==> src/rtl/multdiv_pkg.sv <==
// multdiv_pkg: shared state/op encodings and sizing constants for the multiply/divide unit.
package multdiv_pkg;

    localparam int MD_WIDTH = 32;
    localparam int MD_CNT_W = 5;

    typedef enum logic [1:0] {
        IDLE,
        BUSY,
        DONE
    } state_t;

    typedef enum logic {
        OP_MUL,
        OP_DIV
    } op_t;

endpackage

==> src/rtl/multdiv_ctrl.sv <==
// multdiv_ctrl: IDLE/BUSY/DONE sequencer with the per-iteration counter.
module multdiv_ctrl
    import multdiv_pkg::*;
#(
    parameter int WIDTH = MD_WIDTH,
    parameter int CNT_W = MD_CNT_W
) (
    input  logic clock,
    input  logic reset,
    input  logic start,
    output logic busy,
    output logic load,
    output logic last_iter,
    output logic done
);

    state_t state, state_nx;
    logic [CNT_W-1:0] cnt, cnt_nx;

    always_ff @(posedge clock or negedge reset) begin
        if (!reset) begin
            state <= IDLE;
            cnt   <= '0;
        end else begin
            state <= state_nx;
            cnt   <= cnt_nx;
        end
    end

    // Strobes are only honoured outside BUSY, so DONE can start the next op.
    always_comb begin
        state_nx  = state;
        cnt_nx    = cnt;
        busy      = state == BUSY;
        done      = state == DONE;
        last_iter = busy && cnt == CNT_W'(WIDTH - 1);
        load      = start && !busy;
        if (load) begin
            state_nx = BUSY;
            cnt_nx   = '0;
        end else if (busy) begin
            cnt_nx   = cnt + CNT_W'(1);
            state_nx = last_iter ? DONE : BUSY;
        end else if (done) begin
            state_nx = IDLE;
        end
    end

endmodule

==> src/rtl/multdiv.sv <==
// multdiv: iterative signed multiply (radix-2 Booth) / divide (non-restoring),
// one iteration per clock, fixed WIDTH-cycle latency for both operations.
module multdiv
    import multdiv_pkg::*;
#(
    parameter int WIDTH = MD_WIDTH
) (
    input  logic             clock,
    input  logic             reset,
    input  logic [WIDTH-1:0] data_operandA,
    input  logic [WIDTH-1:0] data_operandB,
    input  logic             ctrl_MULT,
    input  logic             ctrl_DIV,
    output logic [WIDTH-1:0] data_result,
    output logic             data_exception,
    output logic             data_resultRDY
);

    logic busy, load, last_iter, done;

    op_t op;
    logic [WIDTH-1:0] mcand, dvs, quo;
    logic [2*WIDTH:0] prod;
    logic [WIDTH+1:0] rem;
    logic neg, div_zero, div_ovf;

    logic [WIDTH:0]   booth_hi, booth_m, booth_sum;
    logic [2*WIDTH:0] prod_nx;
    logic [WIDTH+1:0] rem_sh, rem_nx;
    logic [WIDTH-1:0] quo_nx, quo_fix, a_mag, b_mag, res_nx;
    logic             mul_exc, exc_nx;

    multdiv_ctrl #(
        .WIDTH(WIDTH),
        .CNT_W($clog2(WIDTH))
    ) u_ctrl (
        .clock    (clock),
        .reset    (reset),
        .start    (ctrl_MULT | ctrl_DIV),
        .busy     (busy),
        .load     (load),
        .last_iter(last_iter),
        .done     (done)
    );

    // Booth step: the add is done one bit wider so a most-negative multiplicand
    // cannot overflow the accumulator before the arithmetic shift.
    // Divide step: remainder is kept two bits wider than the magnitudes so the
    // shifted partial remainder never wraps, even for a 2^(WIDTH-1) divisor.
    always_comb begin
        booth_hi  = {prod[2*WIDTH], prod[2*WIDTH:WIDTH+1]};
        booth_m   = {mcand[WIDTH-1], mcand};
        booth_sum = (prod[1:0] == 2'b01) ? booth_hi + booth_m :
                    (prod[1:0] == 2'b10) ? booth_hi - booth_m : booth_hi;
        prod_nx   = {booth_sum, prod[WIDTH:1]};
        mul_exc   = !((&prod_nx[2*WIDTH:WIDTH]) || !(|prod_nx[2*WIDTH:WIDTH]));
        rem_sh    = {rem[WIDTH:0], quo[WIDTH-1]};
        rem_nx    = rem[WIDTH+1] ? rem_sh + {2'b00, dvs} : rem_sh - {2'b00, dvs};
        quo_nx    = {quo[WIDTH-2:0], ~rem_nx[WIDTH+1]};
        quo_fix   = div_zero ? '0 : neg ? -quo_nx : quo_nx;
        res_nx    = (op == OP_MUL) ? prod_nx[WIDTH:1] : quo_fix;
        exc_nx    = (op == OP_MUL) ? mul_exc : (div_zero | div_ovf);
        a_mag     = data_operandA[WIDTH-1] ? -data_operandA : data_operandA;
        b_mag     = data_operandB[WIDTH-1] ? -data_operandB : data_operandB;
    end

    always_ff @(posedge clock or negedge reset) begin
        if (!reset) begin
            op             <= OP_MUL;
            mcand          <= '0;
            prod           <= '0;
            rem            <= '0;
            quo            <= '0;
            dvs            <= '0;
            neg            <= 1'b0;
            div_zero       <= 1'b0;
            div_ovf        <= 1'b0;
            data_result    <= '0;
            data_exception <= 1'b0;
        end else begin
            if (load) begin
                op       <= ctrl_MULT ? OP_MUL : OP_DIV;
                mcand    <= data_operandA;
                prod     <= {{(WIDTH+1){1'b0}}, data_operandB, 1'b0};
                rem      <= '0;
                quo      <= a_mag;
                dvs      <= b_mag;
                neg      <= data_operandA[WIDTH-1] ^ data_operandB[WIDTH-1];
                div_zero <= data_operandB == '0;
                div_ovf  <= data_operandA == {1'b1, {(WIDTH-1){1'b0}}} && &data_operandB;
            end else if (busy) begin
                if (op == OP_MUL) begin
                    prod <= prod_nx;
                end else begin
                    rem <= rem_nx;
                    quo <= quo_nx;
                end
            end
            if (last_iter) begin
                data_result    <= res_nx;
                data_exception <= exc_nx;
            end
        end
    end

    assign data_resultRDY = done;

endmodule
==> config.mk <==
export PLATFORM = sky130hd
export DESIGN_NAME = multdiv
export DESIGN_NICKNAME = d
export VERILOG_FILES = /design/src/rtl/multdiv_pkg.sv /design/src/rtl/multdiv_ctrl.sv /design/src/rtl/multdiv.sv
export SDC_FILE = /design/constraint.sdc
export NUM_CORES = 1
export LEC_CHECK = 0
export ABC_AREA = 1
export CAP_MARGIN = 0
export CORE_ASPECT_RATIO = 1.4
export CORE_MARGIN = 5
export CORE_UTILIZATION = 55
export DETAILED_ROUTE_END_ITERATION = 8
export PLACE_DENSITY = 0.74
export SYNTH_ARGS = -nofsm -noshare
export SYNTH_HDL_FRONTEND = slang
export SYNTH_SLANG_ARGS = --single-unit
==> constraint.sdc <==
create_clock -name clock -period 6.5 [get_ports clock]
set_clock_uncertainty 0.2 [all_clocks]
set_input_delay 1.3 -clock clock [delete_from_list [all_inputs] [get_ports clock]]
set_output_delay 1.3 -clock clock [all_outputs]
set_load 0.02 [all_outputs]
# Word level (Yosys, flattened, before mapping)
# Cells that the tools add are included.
[totals]
reg_bits = 239
in_bits = 68
output_inout_bits = 34
wordCells = 73
[op_classes]
n_addsub = 8
eq_ne = 7
mux = 25
bitwise = 4
n_reduce_logical = 16
[ops]
columns = ["cell", "n"]
rows = [
  ["$mux 32", 8],
  ["$mux 65", 3],
  ["$mux 34", 4],
  ["$neg 32->32", 3],
  ["$mux 33", 2],
  ["$add 34x32->34", 1],
  ["$sub 34x32->34", 1],
  ["$add 32x32->33", 1],
  ["$reduce_and 33->1", 1],
  ["$reduce_or 33->1", 1],
  ["$sub 32x32->33", 1],
  ["$eq 32x32->1 const B", 1],
  ["$logic_not 32->1", 1],
  ["$reduce_and 32->1", 1],
  ["$mux 5", 2],
  ["$mux 2", 4],
  ["$add 5x1->5 const B", 1],
  ["$eq 5x5->1 const B", 1],
  ["$eq 2x1->1 const B", 2],
  ["$eq 2x2->1 const B", 2],
  ["$reduce_and 2->1", 2],
  ["$reduce_bool 2->1", 2],
  ["$logic_and 1x1->1", 3],
  ["$logic_not 1->1", 3],
  ["other kinds (7)", 9],
]

# Depth between registers and ports, before layout
[logic_depth]
ltp_word = 8
ltp_mapped = 40
depth_no_buf = 40

# By module
# Synthesis repeated with hierarchy kept, for this count alone.
[unflattened]
cells_unflattened = 3187
hier_area_um2 = 20641.0
[modules_own_cells]
columns = ["module", "n_inst", "cells_each", "area_per_inst_um2"]
rows = [
  ["multdiv", 1, 3141, 20250.7],
  ["multdiv_ctrl", 1, 46, 390.4],
]

# Worst setup path before layout
# Ideal clock, no wire load.
[synth_path]
path_type = "register -> register"
from = "register dvs[0]"
to = "register data_result[30]"
setup_time_ns = 0.126
arrival_time_ns = 4.836
t_required_ns = 6.174
slack_ns = 1.338
stages_incl_launch_ff = 38
n_path_buf = 0
path_cell_list = "dfrtp_1 -> inv_1 -> ha_1 -> nand3_1 -> nor3_1 -> nand2_1 -> nor2_1 -> nand3_1 -> nor2_1 -> nand3_1 -> nor2_1 -> and3_1 -> nand3_1 -> nand2_1 -> o21ai_0 -> xor2_1 -> ha_1 -> nand2_1 -> [... 2 more ...] -> nor2_1 -> nor3_1 -> nand2_1 -> nand2_1 -> nand2_1 -> inv_1 -> ha_1 -> nand3_1 -> nor3_1 -> nand2_1 -> nor2_1 -> nand3_1 -> o21ai_0 -> o21ai_0 -> a21oi_1 -> a21oi_1 -> o21ai_0 -> a2bb2oi_1"
[synth_between]
elab_chain_cells = 7
elab_cells_between_ends = 8
cone_classes = "add/sub (3); mux (4); bitwise (1)"
[synth_rtl]
columns = ["element", "line_no", "text"]
rows = [
  ["start: declaration", "multdiv.sv:22", "logic [WIDTH-1:0] mcand, dvs, quo;"],
  ["start signal: assignment", "multdiv.sv:87", "dvs <= b_mag;"],
  ["$sub 34x32->34 or $add 34x32->34 (tied branches)", "multdiv.sv:58", "rem_nx = rem[WIDTH+1] ? rem_sh + {2'b00, dvs} : rem_sh - {2'b00, dvs};"],
  ["$mux 34 *", "multdiv.sv:58", ""],
  ["$not 1->1 *", "multdiv.sv:59", "quo_nx = {quo[WIDTH-2:0], ~rem_nx[WIDTH+1]};"],
  ["$neg 32->32 *", "multdiv.sv:60", "quo_fix = div_zero ? '0 : neg ? -quo_nx : quo_nx;"],
  ["$mux 32 * (2 in a row)", "multdiv.sv:60", ""],
  ["$mux 32 *", "multdiv.sv:61", "res_nx = (op == OP_MUL) ? prod_nx[WIDTH:1] : quo_fix;"],
  ["end signal: assignment", "multdiv.sv:100", "data_result <= res_nx;"],
  ["end: declaration", "multdiv.sv:14", "output logic [WIDTH-1:0] data_result,"],
]
# Every way passes the cells marked *; elsewhere a longest branch is shown, timed or not.
# A chain may end at the register's enable or synchronous reset.

# Worst setup path after layout
# Ends and elaborated chain as after synthesis.

==> results by stage <==
Final layout:
- The repair_antennas step left the layout with diodes totalling 0.
- Of the cells placed in the final design, the portion with a size suffix greater than 1 is 0.04201.
- The post-route cell area is 22430 um2.
- The sequential cells in the finished layout cover a total of 5981 um2.
- The final net count is 3395.
- The total area of multi-input combinational cells is 12030 um2.
- The count of filler cells inserted in the layout is 3553.
- The area growth from synthesis to layout is 10.89%.
- The final core utilization is 0.6137.

Floorplanning:
- In this run the horizontal extent of the chip is 172.1 um.
- The die area is 40770 um2.
- The core region area is 36560 um2.
- The row count is 83.
- The die is 236.9 um tall.
- For this configuration, the core starts out at a cell density of 0.5534.
- The I/O pin count is 102.

Timing:
- The final number of max-transition violations is 0.
- Setup repair after global routing left no endpoint under its margin.
- The count of final hold-check violations came to 0.
- The total negative slack for setup checks is 0 ns.
- The slew at the pin with the worst max-slew slack is 1.039 ns.
- The time the worst path needs with I/O delays and setup is 5.964 ns.
- The highest achievable clock rate is 167.7 MHz.
- The post-route clock period utilization is 0.9176.
- Setup violations remaining at the end of the flow were counted as 0.
- The relative max-transition margin is 0.3074.

Synth:
- Among all cell types in the netlist, the one instantiated most often is sky130_fd_sc_hd__nand2_1.
- The post-synthesis cell area is 20230 um2.
- The part of the Yosys area used for sequential elements is 0.2956.
- Counting flops and latches in the post-synthesis netlist gives 239.
- Yosys mapped a number of flops with a built-in enable equal to 0.
- By count the netlist is led by 856 x sky130_fd_sc_hd__nand2_1, 478 x sky130_fd_sc_hd__inv_1, 344 x sky130_fd_sc_hd__nor2_1, 274 x sky130_fd_sc_hd__nand3_1, 239 x sky130_fd_sc_hd__dfrtp_1.
- The number of distinct library cells after synthesis is 58.
- Sorting the synthesized cells by area gives the leading types as sky130_fd_sc_hd__dfrtp_1 30%, sky130_fd_sc_hd__nand2_1 16%, sky130_fd_sc_hd__inv_1 8.9%.
- The net count after synthesis is 3354.
- The share of the synthesized area in the top cell type is 0.2956.
- sky130_fd_sc_hd__dfrtp_1 takes more of the synthesized area than any other cell.
- The proportion of synthesized flip-flops having asynchronous set or reset is 1.000.
- Yosys printed 0 warnings.
- The cell count after synthesis is 3179.
- The most used flip-flop cell after synthesis is sky130_fd_sc_hd__dfrtp_1.
- The per-instance average area after synthesis is 6.364 um2.

Route:
- Dividing the detail-routed wire length by the instance count gives 20.93 um.
- The DRC marker count from the first detailed-route iteration is 1809.
- In the routed design, unresolved DRC markers number 0.
- The mean number of vias per cell is 5.975.
- The final layout contains routed wiring with a total length of 77510 um.
- The count of nets left with antenna violations once routing finished came out at 0.
- The detailed-route via count is 22130.
- The number of detailed-routing iterations run before antenna repair is 8.

Worst setup path:
- The count of cells along the worst register-to-register path is 36.
- STA puts the critical path data arrival time at 6.19 ns.
- The data required time at the worst endpoint is 6.72 ns.
- The largest fanout of any net on the critical path is 5.
- In this run the critical register-to-register path is launched from dvs[0].
- The cell that appears most often on the critical path is sky130_fd_sc_hd__nand2_1.
- The register-to-register setup slack is 0.54 ns.
- The endpoint identified for the worst register-to-register timing path is data_result[30].
- The critical path's largest stage delay is 0.41 ns.
- The startpoint kind of the worst setup timing path is a register.
- The nature of the critical path endpoint is a register.
- The cell with the biggest individual delay on the critical path is sky130_fd_sc_hd__dfrtp_1.
- The critical path is of the register to register type.

Clock tree:
- After clock tree synthesis, the clock-pin slew on the worst setup and hold paths is 0.07 ns.
- The maximum level of the CTS H-tree is 1.
- The clock latency at the later pin of the worst-skew pair is 0.54 ns.
- The number of clock sinks is 239.
- The longest clock path from root to sink contains 3 buffers.
- The cell sitting at the root of the clock tree is a sky130_fd_sc_hd__clkbuf_16.
- TritonCTS built the clock tree.
- Buffers inserted during clock tree synthesis total 23.

GRT:
- The initial antenna violation count was 0.
- The maximum number of pins on one net before global-route repair is 90.
- The global-route wire length before repair is 117900 um.
- The via count of the first global-routing pass is 21720.
- Global routing finished with a remaining overflow of 0.
- In the global route stage, overall resource usage came out at 0.3723.

Min path:
- The worst hold path belongs to the class register to register.
- The path with the worst hold slack has its endpoint at rem[19].
- The launch instance of the worst min-delay path is rem[19].
- The worst hold path depth is 2.

Status:
- The run finished with clean final reports.

Run:
- The tool flagged a number of max-cap violations equal to 0.

Placement:
- The number of buffers added on ports is 101.
- After detailed placement, the total cell area comes to 21590 um2.
- The weighted congestion at the end of routability-driven global placement is 1.048.
- The detailed-placement wirelength estimate is 61400 um.
[area by class of cell]
| type | instances | share of cell area |
|---|---|---|
| clock buffers | 32 | 0.02984 |
| multi-input cells | 2342 | 0.5364 |
| well taps | 467 | 0.02605 |
| clock inverters | 10 | 0.004964 |
| repair buffers | 131 | 0.05533 |
| inverters | 483 | 0.08082 |
| flip-flops and latches | 239 | 0.2666 |
[kinds of logic after synthesis]
| family | synth area share |
|---|---|
| DFF | 0.2956 |
| AOI/OAI and AO/OA | 0.1645 |
| adders and majority gates | 0.06729 |
| and+or+nand+nor | 0.3417 |
| xor gates and xnor gates | 0.01818 |
| buffers and inverters | 0.1127 |
[cells in the final DEF, fill, tap and decap left out, types with 5 or more instances in the layout]
master / Yosys / final
sky130_fd_sc_hd__o211ai_1: 23 / 23
sky130_fd_sc_hd__clkbuf_8: 0 / 6
sky130_fd_sc_hd__nor2_1: 344 / 338
sky130_fd_sc_hd__o221ai_1: 14 / 14
sky130_fd_sc_hd__a31oi_1: 9 / 9
sky130_fd_sc_hd__nand4_1: 41 / 41
sky130_fd_sc_hd__a21oi_1: 167 / 166
sky130_fd_sc_hd__or2_2: 23 / 23
sky130_fd_sc_hd__nor4_1: 9 / 9
sky130_fd_sc_hd__buf_4: 1 / 30
sky130_fd_sc_hd__and2_1: 5 / 5
sky130_fd_sc_hd__a221oi_1: 21 / 21
sky130_fd_sc_hd__a21o_1: 6 / 6
sky130_fd_sc_hd__o21ai_1: 4 / 6
sky130_fd_sc_hd__nor3_2: 4 / 8
sky130_fd_sc_hd__a2bb2oi_1: 30 / 30
sky130_fd_sc_hd__clkbuf_16: 0 / 23
sky130_fd_sc_hd__clkdlybuf4s50_1: 0 / 100
sky130_fd_sc_hd__o31ai_1: 14 / 14
sky130_fd_sc_hd__nor3_1: 54 / 50
sky130_fd_sc_hd__nand3_1: 274 / 272
sky130_fd_sc_hd__o21ai_0: 188 / 186
sky130_fd_sc_hd__inv_2: 2 / 5
sky130_fd_sc_hd__o22ai_1: 37 / 37
sky130_fd_sc_hd__and3_1: 6 / 6
sky130_fd_sc_hd__o21bai_1: 9 / 9
sky130_fd_sc_hd__inv_1: 478 / 474
sky130_fd_sc_hd__nor2_2: 3 / 7
sky130_fd_sc_hd__xnor2_1: 8 / 8
sky130_fd_sc_hd__a22oi_1: 6 / 6
sky130_fd_sc_hd__xor2_1: 34 / 34
sky130_fd_sc_hd__ha_1: 104 / 102
sky130_fd_sc_hd__nand2_1: 856 / 856
sky130_fd_sc_hd__dfrtp_1: 239 / 239
[worst max path at each step]
stage	from	endpoint	slack (ns)
2_1_floorplan	dvs[0]	data_result[30]	1.34
3_3_place_gp	dvs[0]	data_result[30]	0.24
3_5_place_dp	dvs[0]	data_result[30]	0.05
4_1_cts	dvs[0]	data_result[30]	0.04
5_1_grt	dvs[0]	data_result[28]	0.02
6_report	dvs[0]	data_result[30]	0.54
[routing by layer]
layer	up-vias	GRT usage	share of wire
met2	1050	0.6391	0.49
met4	0	0.3227	0.11
met3	344	0.05494	0.065
met5	-	0	0
met1	10280	0.3891	0.34
li1	10460	-	-
[worst max-delay path: cells and delay by family (launching register included)]
family / cells / cell delay [ns]
AND/OR/NAND/NOR: 21 / 2.68
AO/OA/AOI/OAI: 9 / 1.54
adder cells (fa/ha/maj): 3 / 0.68
flip-flops: 1 / 0.41
buffers and inverters: 2 / 0.20
XOR/XNOR: 1 / 0.16
[what timing repair did]
action	4_1_cts	5_1_grt
setup endpoints to repair	0	6
buffers inserted	0	2
hold endpoints to repair	0	0
resized for setup	0	16
hold buffers	0	0
[flip-flops by register name, indices dropped and copies added, names as in the netlist]
name and flops:
data_result 32, dvs 32, u_ctrl.cnt 5, neg 1, u_ctrl.state 2, quo 32, op 1, div_zero 1
data_exception 1, mcand 32, div_ovf 1, rem 34, prod 65
[metrics by stage]
| stage | hold WS [ns] | cells | worst slack [ns] |
|---|---|---|---|
| floorplan | 0.2524 | 3179 | 1.338 |
| CTS | 0.2931 | 3702 | 0.03584 |
| detailed placement | 0.2764 | 3660 | 0.04639 |
| global placement | 0.2766 | 3660 | 0.2383 |
| global route | 0.3173 | 3704 | 0.02364 |
| finish | 0.2936 | 3704 | 0.5358 |
Power is left out: the tool's default activity adds up to more than one toggle a clock period on the data nets, which glitch-free logic cannot reach.
